==> src/rtl/keypad_pkg.sv <==
// Shared types and helpers for the 4x4 matrix keypad scanner.
// Holds the scan state encoding and the row/column to hex key map.
package keypad_pkg;

   typedef enum logic [1:0] {
      SCAN,
      DEBOUNCE,
      HELD,
      RELEASE
   } scan_state_t;

   function automatic logic [3:0] keymap(
      input logic [1:0] row,
      input logic [1:0] col
   );
      logic [3:0] k;
      k = 4'h0;
      unique case ({row, col})
         4'h0: k = 4'h1;
         4'h1: k = 4'h2;
         4'h2: k = 4'h3;
         4'h3: k = 4'hA;
         4'h4: k = 4'h4;
         4'h5: k = 4'h5;
         4'h6: k = 4'h6;
         4'h7: k = 4'hB;
         4'h8: k = 4'h7;
         4'h9: k = 4'h8;
         4'hA: k = 4'h9;
         4'hB: k = 4'hC;
         4'hC: k = 4'hE;
         4'hD: k = 4'h0;
         4'hE: k = 4'hF;
         4'hF: k = 4'hD;
      endcase
      return k;
   endfunction

endpackage

==> src/rtl/keypad_scanner_row_sync.sv <==
// Two-flop synchronizer for the asynchronous keypad row returns.
// Resets to all-ones so an idle (pulled-up) keypad is seen during reset.
module row_sync #(
   parameter int W = 4
) (
   input  logic         clk,
   input  logic         reset,
   input  logic [W-1:0] d,
   output logic [W-1:0] q
);

   logic [W-1:0] meta;

   always_ff @(posedge clk or posedge reset) begin
      if (reset) begin
         meta <= '1;
         q    <= '1;
      end else begin
         meta <= d;
         q    <= meta;
      end
   end

endmodule

==> src/rtl/keypad_scanner.sv <==
// 4x4 active-low keypad scanner: column multiplexing, debounce,
// single-cycle key events and a two-deep digit history.
module keypad_scanner
   import keypad_pkg::*;
#(
   parameter int SCAN_DIV_EXP   = 14,
   parameter int DEBOUNCE_TICKS = 30
) (
   input  logic       clk,
   input  logic       reset,
   input  logic [3:0] row_n,
   output logic [3:0] col_n,
   output logic [3:0] key_code,
   output logic       key_valid,
   output logic [3:0] digit_new,
   output logic [3:0] digit_old
);

   localparam int CW = $clog2(DEBOUNCE_TICKS + 1);
   localparam logic [CW-1:0] CNT_MAX = CW'(DEBOUNCE_TICKS);

   logic [SCAN_DIV_EXP-1:0] div;
   logic                    tick;
   logic [3:0]              rows_s;

   scan_state_t state, state_nx;
   logic [1:0]    col, col_nx;
   logic [1:0]    row_q, row_nx;
   logic [CW-1:0] cnt, cnt_nx, cnt_inc;
   logic [3:0]    code_nx, new_nx, old_nx;
   logic          kv_nx;

   logic          single_low;
   logic [1:0]    low_idx;
   logic          row_hi;
   logic          only_row;
   logic [3:0]    map_val;

   row_sync #(.W(4)) u_sync (
      .clk   (clk),
      .reset (reset),
      .d     (row_n),
      .q     (rows_s)
   );

   assign tick     = &div;
   assign row_hi   = rows_s[row_q];
   assign only_row = (rows_s == ~(4'b0001 << row_q));
   assign map_val  = keymap(row_q, col);
   // Saturate so a long stable period can never wrap the count
   assign cnt_inc  = (cnt == CNT_MAX) ? cnt : cnt + CW'(1);

   always_comb begin
      single_low = 1'b1;
      low_idx    = 2'd0;
      unique case (rows_s)
         4'b1110: low_idx = 2'd0;
         4'b1101: low_idx = 2'd1;
         4'b1011: low_idx = 2'd2;
         4'b0111: low_idx = 2'd3;
         default: single_low = 1'b0;
      endcase
   end

   always_comb begin
      state_nx = state;
      col_nx   = col;
      row_nx   = row_q;
      cnt_nx   = cnt;
      code_nx  = key_code;
      new_nx   = digit_new;
      old_nx   = digit_old;
      kv_nx    = 1'b0;
      if (tick) begin
         unique case (state)
            SCAN: begin
               if (single_low) begin
                  row_nx   = low_idx;
                  cnt_nx   = '0;
                  state_nx = DEBOUNCE;
               end else begin
                  col_nx = col + 2'd1;
               end
            end
            DEBOUNCE: begin
               if (only_row) begin
                  cnt_nx = cnt_inc;
                  if (cnt_inc == CNT_MAX) begin
                     state_nx = HELD;
                     kv_nx    = 1'b1;
                     code_nx  = map_val;
                     old_nx   = digit_new;
                     new_nx   = map_val;
                  end
               end else begin
                  cnt_nx   = '0;
                  col_nx   = col + 2'd1;
                  state_nx = SCAN;
               end
            end
            HELD: begin
               if (row_hi) begin
                  cnt_nx   = '0;
                  state_nx = RELEASE;
               end
            end
            RELEASE: begin
               if (row_hi) begin
                  cnt_nx = cnt_inc;
                  if (cnt_inc == CNT_MAX) begin
                     cnt_nx   = '0;
                     col_nx   = col + 2'd1;
                     state_nx = SCAN;
                  end
               end else begin
                  cnt_nx   = '0;
                  state_nx = HELD;
               end
            end
         endcase
      end
   end

   always_ff @(posedge clk or posedge reset) begin
      if (reset) begin
         div       <= '0;
         state     <= SCAN;
         col       <= 2'd0;
         row_q     <= 2'd0;
         cnt       <= '0;
         col_n     <= 4'b1110;
         key_code  <= 4'h0;
         key_valid <= 1'b0;
         digit_new <= 4'h0;
         digit_old <= 4'h0;
      end else begin
         div       <= div + SCAN_DIV_EXP'(1);
         state     <= state_nx;
         col       <= col_nx;
         row_q     <= row_nx;
         cnt       <= cnt_nx;
         col_n     <= ~(4'b0001 << col_nx);
         key_code  <= code_nx;
         key_valid <= kv_nx;
         digit_new <= new_nx;
         digit_old <= old_nx;
      end
   end

endmodule

==> config.mk <==
export PLATFORM = sky130hd
export DESIGN_NAME = keypad_scanner
export DESIGN_NICKNAME = d
export VERILOG_FILES = /design/src/rtl/keypad_pkg.sv /design/src/rtl/keypad_scanner_row_sync.sv /design/src/rtl/keypad_scanner.sv
export SDC_FILE = /design/constraint.sdc
export NUM_CORES = 1
export LEC_CHECK = 0
export CORE_MARGIN = 2
export CORE_UTILIZATION = 30
export CTS_CLUSTER_SIZE = 8
export DETAILED_ROUTE_END_ITERATION = 10
export PLACE_DENSITY_LB_ADDON = 0.05
export SYNTH_ARGS = -nofsm -noshare
export SYNTH_HDL_FRONTEND = slang
export SYNTH_SLANG_ARGS = --single-unit
==> constraint.sdc <==
create_clock -name clk -period 6.1 [get_ports clk]
set_input_delay 1.22 -clock clk [delete_from_list [all_inputs] [get_ports clk]]
set_output_delay 1.22 -clock clk [all_outputs]
set_load 0.01 [all_outputs]
# Word-level counts from Yosys, hierarchy flattened
# Memory sizes are Yosys's and may differ from the RTL's. A register that Yosys moved wholly into a read port is not among the register bits.
# Index checks and enable logic that the tools add are counted.
totals:
  reg_bits: 42
  mem_bits_ro: 64
  memories: 1
op_classes:
  addsub: 3
  magnitude_cmp: 1
  eq_ne: 14
  shifts: 2
  n_mux: 28
  n_bitwise: 2
  n_reduce_logical: 7
memory_table:
  columns: ["memory", "words", "word_bits", "rd", "rd_ports_with_merged_regs", "write_ports", "line", "source"]
  rows:
  - ["(no name shown)", 16, 4, 1, 1, 0, "keypad_pkg.sv:18", "unique case ({row, col})"]
op_table:
  columns: ["cell", "n"]
  rows:
  - ["16-bit AND reduction", 2]
  - ["5-bit 2-to-1 mux", 6]
  - ["2-bit 2-to-1 mux", 11]
  - ["5-bit one-hot mux with 4 select lines", 1]
  - ["18-bit AND reduction", 1]
  - ["17-bit AND reduction", 1]
  - ["14-bit by 1-bit adder with 14-bit output (second input constant)", 1]
  - ["14-bit AND reduction", 1]
  - ["4-bit equality test (second input constant)", 3]
  - ["2-bit one-hot mux with 3 select lines", 2]
  - ["5-bit equality test (second input constant)", 2]
  - ["4-bit inverter", 2]
  - ["2-bit one-hot mux with 4 select lines", 1]
  - ["1-bit by 2-bit left shift with 4-bit output (first input constant)", 2]
  - ["1-bit 2-to-1 mux", 6]
  - ["3-bit != test (second input constant)", 2]
  - ["5-bit by 1-bit adder with 5-bit output (second input constant)", 1]
  - ["2-bit equality test (second input constant)", 2]
  - ["4-bit by 3-bit equality test with 1-bit output (second input constant)", 1]
  - ["4-bit equality test", 1]
  - ["2-bit != test (second input constant)", 2]
  - ["4-bit OR reduction", 1]
  - ["2-bit by 3-bit < comparator with 1-bit output (second input constant)", 1]
  - ["2-bit by 1-bit adder with 2-bit output (second input constant)", 1]
  - ["other kinds (3)", 3]

# Depth between registers and ports, before layout
# Gate-level depths: netlist of run 1.
depth:
  word_depth: 9
  depth_mapped: 9
  mapped_depth_nobuf: 8

# Hierarchy
# From an unflattened synthesis of run 1, not the netlist that was laid out.
hier_totals:
  hier_cells: 218
  area_unflattened_um2: 2383.5
modules_own_cells:
  columns: ["mod", "instances", "cells_each", "area_per_inst_um2", "seq_area_each_um2"]
  rows:
  - ["keypad_scanner", 1, 209, 2169.6, 954.7]
  - ["row_sync", 1, 9, 214.0, 210.2]

# Worst setup path after synthesis of run 1
# OpenSTA, ideal clock, no wires.
synth_path:
  path_type: "register -> register"
  startpoint: "register cnt[0]"
  endpoint: "register digit_old[0]"
  arrival_ns: 2.196
  path_slack_ns: 3.778
  path_stages_with_launch: 9
  path_buffers: 1
  path_cell_list: "dfrtp_1 -> inv_1 -> ha_1 -> a21o_1 -> a211oi_1 -> o211ai_1 -> or3b_4 -> buf_6 -> mux2_4"
synth_between:
  elab_chain_cells: 4
  word_cells_on_any_way: 5
  cone_classes: "1 x add/sub; 2 x eq/ne; 1 x mux; 1 x reduce/logical"
synth_lines:
  columns: ["element", "line", "source"]
  rows:
  - ["start, declared", "keypad_scanner.sv:29", "logic [CW-1:0] cnt, cnt_nx, cnt_inc;"]
  - ["start signal, assigned", "keypad_scanner.sv:141", "cnt <= cnt_nx;"]
  - ["5-bit by 1-bit adder with 5-bit output / 5-bit equality test (equally long branches)", "keypad_scanner.sv:51", "assign cnt_inc = (cnt == CNT_MAX) ? cnt : cnt + CW'(1);"]
  - ["5-bit 2-to-1 mux (*)", "keypad_scanner.sv:51", null]
  - ["5-bit equality test (*)", "keypad_scanner.sv:88", "if (cnt_inc == CNT_MAX) begin"]
  - ["17-bit AND reduction (no line) (*)", null, null]
  - ["end signal, assigned", "keypad_scanner.sv:146", "digit_old <= old_nx;"]
  - ["end, declared", "keypad_scanner.sv:16", "output logic [3:0] digit_old"]
# Mark *: on every way between the ends. The rest lies on a longest branch, timed or not.
# A chain may end at the register's enable or synchronous reset.

# Worst setup path after layout of run 1
layout_path:
  startpoint: "register cnt[0]"
  endpoint: "register col[1]"
layout_between:
  elab_chain_cells: 7
  word_cells_on_any_way: 8
  cone_classes: "1 x add/sub; 2 x eq/ne; 5 x mux"
layout_lines:
  columns: ["element", "line", "source"]
  rows:
  - ["5-bit by 1-bit adder with 5-bit output / 5-bit equality test (equally long branches)", "keypad_scanner.sv:51", null]
  - ["5-bit 2-to-1 mux (*)", "keypad_scanner.sv:51", null]
  - ["5-bit equality test (*)", "keypad_scanner.sv:110", "if (cnt_inc == CNT_MAX) begin"]
  - ["2-bit 2-to-1 mux (*)", "keypad_scanner.sv:110", null]
  - ["2-bit 2-to-1 mux (*)", "keypad_scanner.sv:108", "if (row_hi) begin"]
  - ["2-bit one-hot mux with 3 select lines (*)", "keypad_scanner.sv:75", "unique case (state)"]
  - ["2-bit 2-to-1 mux (*)", "keypad_scanner.sv:74", "if (tick) begin"]
  - ["via col_nx[1]", "keypad_scanner.sv:27", "logic [1:0] col, col_nx;"]
  - ["end signal, assigned", "keypad_scanner.sv:139", "col <= col_nx;"]
  - ["end, declared", "keypad_scanner.sv:27", null]
# The timed path passes the listed nets; every way through them passes the cells marked *.

==> run metrics, run 1 <==
run status=complete, no violations; first-pass iteration count of the detailed router=4; global placement routability congestion=roughly 0.7; fin crit share=42.8%; clock root buffer=clkbuf_8; num rows=32; top cell type's share of synthesized area=between 30% and 40%; count of max-cap constraint violations=0; I/O pin cnt=23; TritonCTS Buffers=5; Yosys warning count=0; number of cells upsized or downsized after cts=0; Final Routed Wirelength=around 4700 um; global-route usage over all layers=11.6%; share of synthesized area occupied by flip-flops and latches=around half; ys async rst share=100%; largest net degree at the start of global routing=47; placed wire-length estimate=about 3300 um; dominant cells by area after synthesis=dfrtp_1 36%, dfstp_2 12%, nand2_1 3.7%; Crit Reg-Reg Startpoint=cnt[0]; final core utilization=35.8%; shortest clock period the worst path allows after layout=2.61 ns; worst clock skew=~0.0074 ns; per-cell via count in the routed design=between 4 and 5; clock insertion delay at the later pin of the skew report=0.30 ns; peak clock frequency supported by timing=0.383 GHz; Layout Area Growth over Synthesis=14.5%; final antenna diode count=0; Register-to-Register Setup Slack=3.49 ns; dominant register cell in the synthesized netlist=dfrtp_1; signal arrival time at the worst endpoint=between 2 and 3 ns; start point of the worst min-delay path=u_sync.meta[3]; antenna-violating nets left=0; commonest cells after routing, fill and taps aside=35 x dfrtp_1, 24 x nand2_1, 22 x clkdlybuf4s50_1, 14 x nor2_1; number of cells after detailed placement=roughly 340; clock-pin slew reported for the worst setup and hold paths after clock tree synthesis=0.09 ns; via count of the routed design=between 1,500 and 2,000; final number of max-transition violations=0; first-pass GRT wire length=approximately 8200 um; Yosys reg bits=46; number of buffer cells added on primary ports=22; overall die height=about 94 um; nets=262; count of final hold-check violations=0; sink count of the clock tree=46; syn_nets=between 200 and 250; final count of negative-setup-slack endpoints=0; unrepaired setup endpoints after global routing=no; maximum vdd drop=between 0.1 and 0.15 mV; library cell occupying the most area in the post-synthesis netlist=dfrtp_1; number of flops mapped to enable cells by yosys=0; pwr dens=around 190 nW/um^2; Mapped Area=2430 um^2; startpoint types=flip-flop; leading cell type in the layout, fill and taps excluded=dfrtp_1; least setup slack across all paths after layout=between 3 and 4 ns; Least-Margin Pin Slew=0.939 ns; Clock Path Buffers=2; Post-Synthesis Cells=about 230; total leakage power=around 1.1 nW; WP data required=6.29 ns; Endpoint, Worst Hold=u_sync.q[3]; wire length per cell after detailed routing=between 10 and 15 um; end of the worst register-to-register path=col[1]; placed instance area=~2700 um^2; unique cell type count in the Yosys netlist=52; number of design rule violations left after detail routing=0; total design power=between 500 and 600 uW; Syn Area/Cell=10.4 um^2; residual overflow from global routing=0; H-tree levels=2; vias in the first global route=~1,600; Starting DRT DRC Count=70; layout cells sized above 1=a little over an eighth; worst setup path startpoint=cnt[0]; Floorplan Core Area=7770 um^2; pre-CTS WS=3.51 ns; CTS tree=yes; Slew HR=37.3%; Hold WC Path Type=reg -> reg; CP endpoint kind=flip-flop; hold buffers post-CTS=0; postcts setup bufs=0; number of antenna violations at the first check in global routing=0; maximum fanout along the worst path=8; type of the setup path with the least slack=reg -> reg; Total Negative Setup Slacks=0 ns; die footprint=about 8800 um^2; hold slack final=0.360 ns; FF-to-FF path depth=8; Post-Layout Cell Count=352; Initial Utilization=a little under a third; number of instances on the worst hold path=0; die outline width=about 94 um; post-route cell area=about 2800 um^2
==> per-layer routing <==
layer  global-route usage, %  wire length [um]  vias up
li1                        -                 -      862
met5                       0                 0        -
met1                    17.0              2450      817
met4                    3.26                30        0
met3                    2.65               135        2
met2                    17.3              2060       25
==> registers in the layout, summed over array words and instances (netlist names), 2 cells and up <==
register and count:
row_q 2, u_sync.meta 4, col 2, col_n 4, div 14, state 2, digit_new 4, u_sync.q 4
cnt 5, digit_old 4
==> cell families (layout without fill, tap and decap cells) <==
group                      after synthesis  in the layout  share of synthesized area, %
and+or+nand+nor                         92             92                          20.6
DFF                                     46             46                          48.0
AOI/OAI and AO/OA                       37             37                          9.95
buffers and inverters                   23             39                          4.85
muxes                                   15             15                          7.89
xor gates and xnor gates                14             14                          5.05
adders and majority gates                7              7                          3.61
==> power by group <==
part	leakage (nW)	total, mW	switching, mW	internal, mW
clock	0.0484	0.192	0.111	0.0811
sequential	0.590	0.314	0.00377	0.310
combinational	0.501	0.0146	0.00885	0.00578
total	1.14	0.520	0.123	0.397
==> worst max-delay path by stage <==
stage                   end  cells past startpoint  slack, ns
2_1_floorplan  digit_old[0]                      8       3.78
3_3_place_gp         col[1]                      8       3.44
3_5_place_dp         col[1]                      8       3.51
4_1_cts              col[1]                      8       3.48
5_1_grt              col[1]                      8       3.27
6_report             col[1]                      8       3.49
==> cell usage after synthesis (4+ instances only) <==
cell / number
nor3_1: 9
o21ai_0: 6
buf_2: 7
inv_1: 8
ha_1: 7
a21oi_1: 11
nand3_1: 9
nor2_1: 14
mux2_2: 5
xor2_1: 6
dfstp_2: 11
nand2_1: 24
dfrtp_1: 35
nand4_1: 5
mux2i_1: 6
and3_1: 6
xnor2_1: 8
buf_4: 4
==> critical path, stage by stage, from the launching register on <==
cell and delay [ns]:
dfrtp_1 0.47, inv_1 0.10, ha_1 0.28, a21o_1 0.18
a211oi_1 0.30, o211ai_1 0.26, nor3_1 0.25, a211o_1 0.30
mux2_2 0.37
==> final cells by class <==
type,count,area [um^2]
clock inverters,3,20.0
inverters,9,33.8
multi-input cells,165,1140
fillers,822,4990
clock buffers,5,68.8
repair buffers,22,220
flip-flops and latches,46,1160
well taps,102,128
Note: power is estimated with default switching activity, not from simulation.
==> run 2, diff against run 1 <==
clock period = 2.3 ns   (was 6.1 ns; I/O delays follow)
==> run 2 against run 1 <==
  * Critical path depth unchanged
  * Count of clock-buffer cells in the layout up 3
  * Setup slack worse by 3.4 ns
  * Global-route usage is 0.65 points higher
  * Largest cell class is now multi-input combinational cells
  * Highest routed layer unchanged
  * Largest power group unchanged
  * Critical endpoint is now digit_old[0]
==> run metrics, run 2 (synthesis gave the netlist of run 1 again) <==
H-tree levels=2; final antenna diode count=0; TritonCTS Buffers=5; layout cells sized above 1=25.3%; die outline width=93.9 um; largest registers=div: 14 flops, cnt: 5 flops; first-pass iteration count of the detailed router=4; antenna-violating nets left=0; number of design rule violations left after detail routing=0; commonest cells after routing, fill and taps aside=33 x dfrtp_1, 24 x nand2_1, 24 x buf_4, 22 x clkdlybuf4s50_1, 14 x nor2_1; hold buffers post-CTS=0; unrepaired setup endpoints after global routing=yes; clock insertion delay at the later pin of the skew report=roughly 0.30 ns; Post-Layout Cell Count=between 300 and 400; area occupied by registers=around 1200 um^2; run status=complete, no violations; die footprint=8820 um^2; clock network fraction of total power=40.0%; global-route usage over all layers=between 10 and 15%; number of flip-flops in the largest register=14; via count of the routed design=about 1,900; number of instances on the worst hold path=0; maximum fanout along the worst path=6; per-cell via count in the routed design=about 4.9; part of the power in registers=57.0%; nets=between 200 and 300; Starting DRT DRC Count=83; multi-input combinational cell area=around 1200 um^2; total leakage power=1.29 nW; startpoint types=flip-flop; total design power=between 1 and 1.5 mW; vias in the first global route=about 1,800; final count of negative-setup-slack endpoints=0; pwr dens=474 nW/um^2; number of buffer cells added on primary ports=22; Initial Utilization=a little under a third; Hold WC Path Type=reg -> reg; largest net degree at the start of global routing=31; fill cell total of the finished layout=between 700 and 800; Slew HR=slightly above 70%; num rows=32; shortest clock period the worst path allows after layout=between 2 and 2.5 ns; highest cell delay on the worst timing path=around 0.5 ns; overall die height=between 90 and 100 um; Final Routed Wirelength=5060 um; I/O pin cnt=23; type of the setup path with the least slack=reg -> reg; CTS tree=yes; chain of cells forming the critical path=inv_2 -> ha_4 -> buf_6 -> nand4b_1 -> a21oi_2 -> o211ai_1 -> or3b_4 -> mux2_4; Clock Path Buffers=2; share of total power in combinational logic=3.0%; net switching power=approximately 310 uW; leading cell type in the layout, fill and taps excluded=dfrtp_1; Floorplan Core Area=7770 um^2; slowest library cell on the worst path=or3b_4; CP endpoint kind=flip-flop; residual overflow from global routing=0; clock root buffer=clkbuf_8; peak clock frequency supported by timing=~0.45 GHz; sink count of the clock tree=46; wire length per cell after detailed routing=13.3 um; WP data required=between 2 and 3 ns; signal arrival time at the worst endpoint=between 2 and 2.5 ns; FF-to-FF path depth=8; count of final hold-check violations=0; maximum vdd drop=a little under 0.2 mV; count of max-cap constraint violations=0; clock-pin slew reported for the worst setup and hold paths after clock tree synthesis=0.09 ns; Layout Area Growth over Synthesis=26.9%; Least-Margin Pin Slew=about 0.43 ns; first-pass GRT wire length=~8500 um; fin crit share=between 90% and 100%; fraction of power spent switching nets=between 20% and 30%; worst clock skew=between 0.015 and 0.02 ns; Total Negative Setup Slacks=0 ns; largest register by flop count=div; placed wire-length estimate=~3500 um; internal power=roughly 1.2 mW; number of cells after detailed placement=around 370; global placement routability congestion=0.832; final core utilization=between 30% and 40%; final number of max-transition violations=0; number of antenna violations at the first check in global routing=0
-- run 2: repair_timing --
item,in CTS,in global routing
setup buffers,0,6
endpoints found under the setup margin,0,15
resized for setup,0,13
-- run 2: worst max-delay path: cells and delay by family (launching register included) --
kind / cells / cell delay (ns)
buf+inv: 2 / 0.19
fa+ha+maj: 1 / 0.14
flops: 1 / 0.46
compound gates: 2 / 0.39
simple gates: 2 / 0.64
mux: 1 / 0.31
-- run 2: path summary, 6_finish.rpt --
kind / start / to / slack, ns
max: cnt[0] / digit_old[0] / 0.08
min: u_sync.meta[0] / u_sync.q[0] / 0.36
max reg2reg: cnt[0] / digit_old[0] / 0.08
min reg2reg: u_sync.meta[0] / u_sync.q[0] / 0.36
max in group asynchronous: reset / u_sync.q[3] / 1.28
min in group asynchronous: reset / col_n[0] / 0.45
-- run 2: power by group through the flow --
stage | Sequential, mW | Clock (mW) | Combinational [mW]
after floorplan | 0.837 | 0 | 0.0331
after global placement | 0.847 | 0 | 0.0465
after detailed placement | 0.846 | 0 | 0.0463
after CTS | 0.831 | 0.608 | 0.0462
after global routing | 0.834 | 0.649 | 0.0510
final | 0.832 | 0.584 | 0.0443
-- run 2: area by class of cell --
type	instances	share of cell area (%)
inverter	9	1.10
tap	102	4.14
timing repair buffer	48	14.0
sequential	46	37.9
clock buffer	8	3.62
multi-input combinational	166	39.2
-- run 2: per-layer routing --
layer	part of all wire [%]	vias up	track usage, %	routed length (um)
li1	-	921	-	-
met1	49	894	17.3	2490
met2	46	29	18.8	2320
met3	2.9	8	2.65	148
met4	1.8	0	3.99	93
met5	0	-	0	0
-- run 2: through the flow --
stage               cell area [um^2]  hold WS (ns)  worst slack (ns)
floorplan                       2430         0.345           0.00466
global placement                2870         0.346            0.0766
detailed placement              2870         0.347            0.0260
CTS                             2980         0.359            0.0117
global route                    3080         0.361           -0.0294
finish                          3080         0.358            0.0770
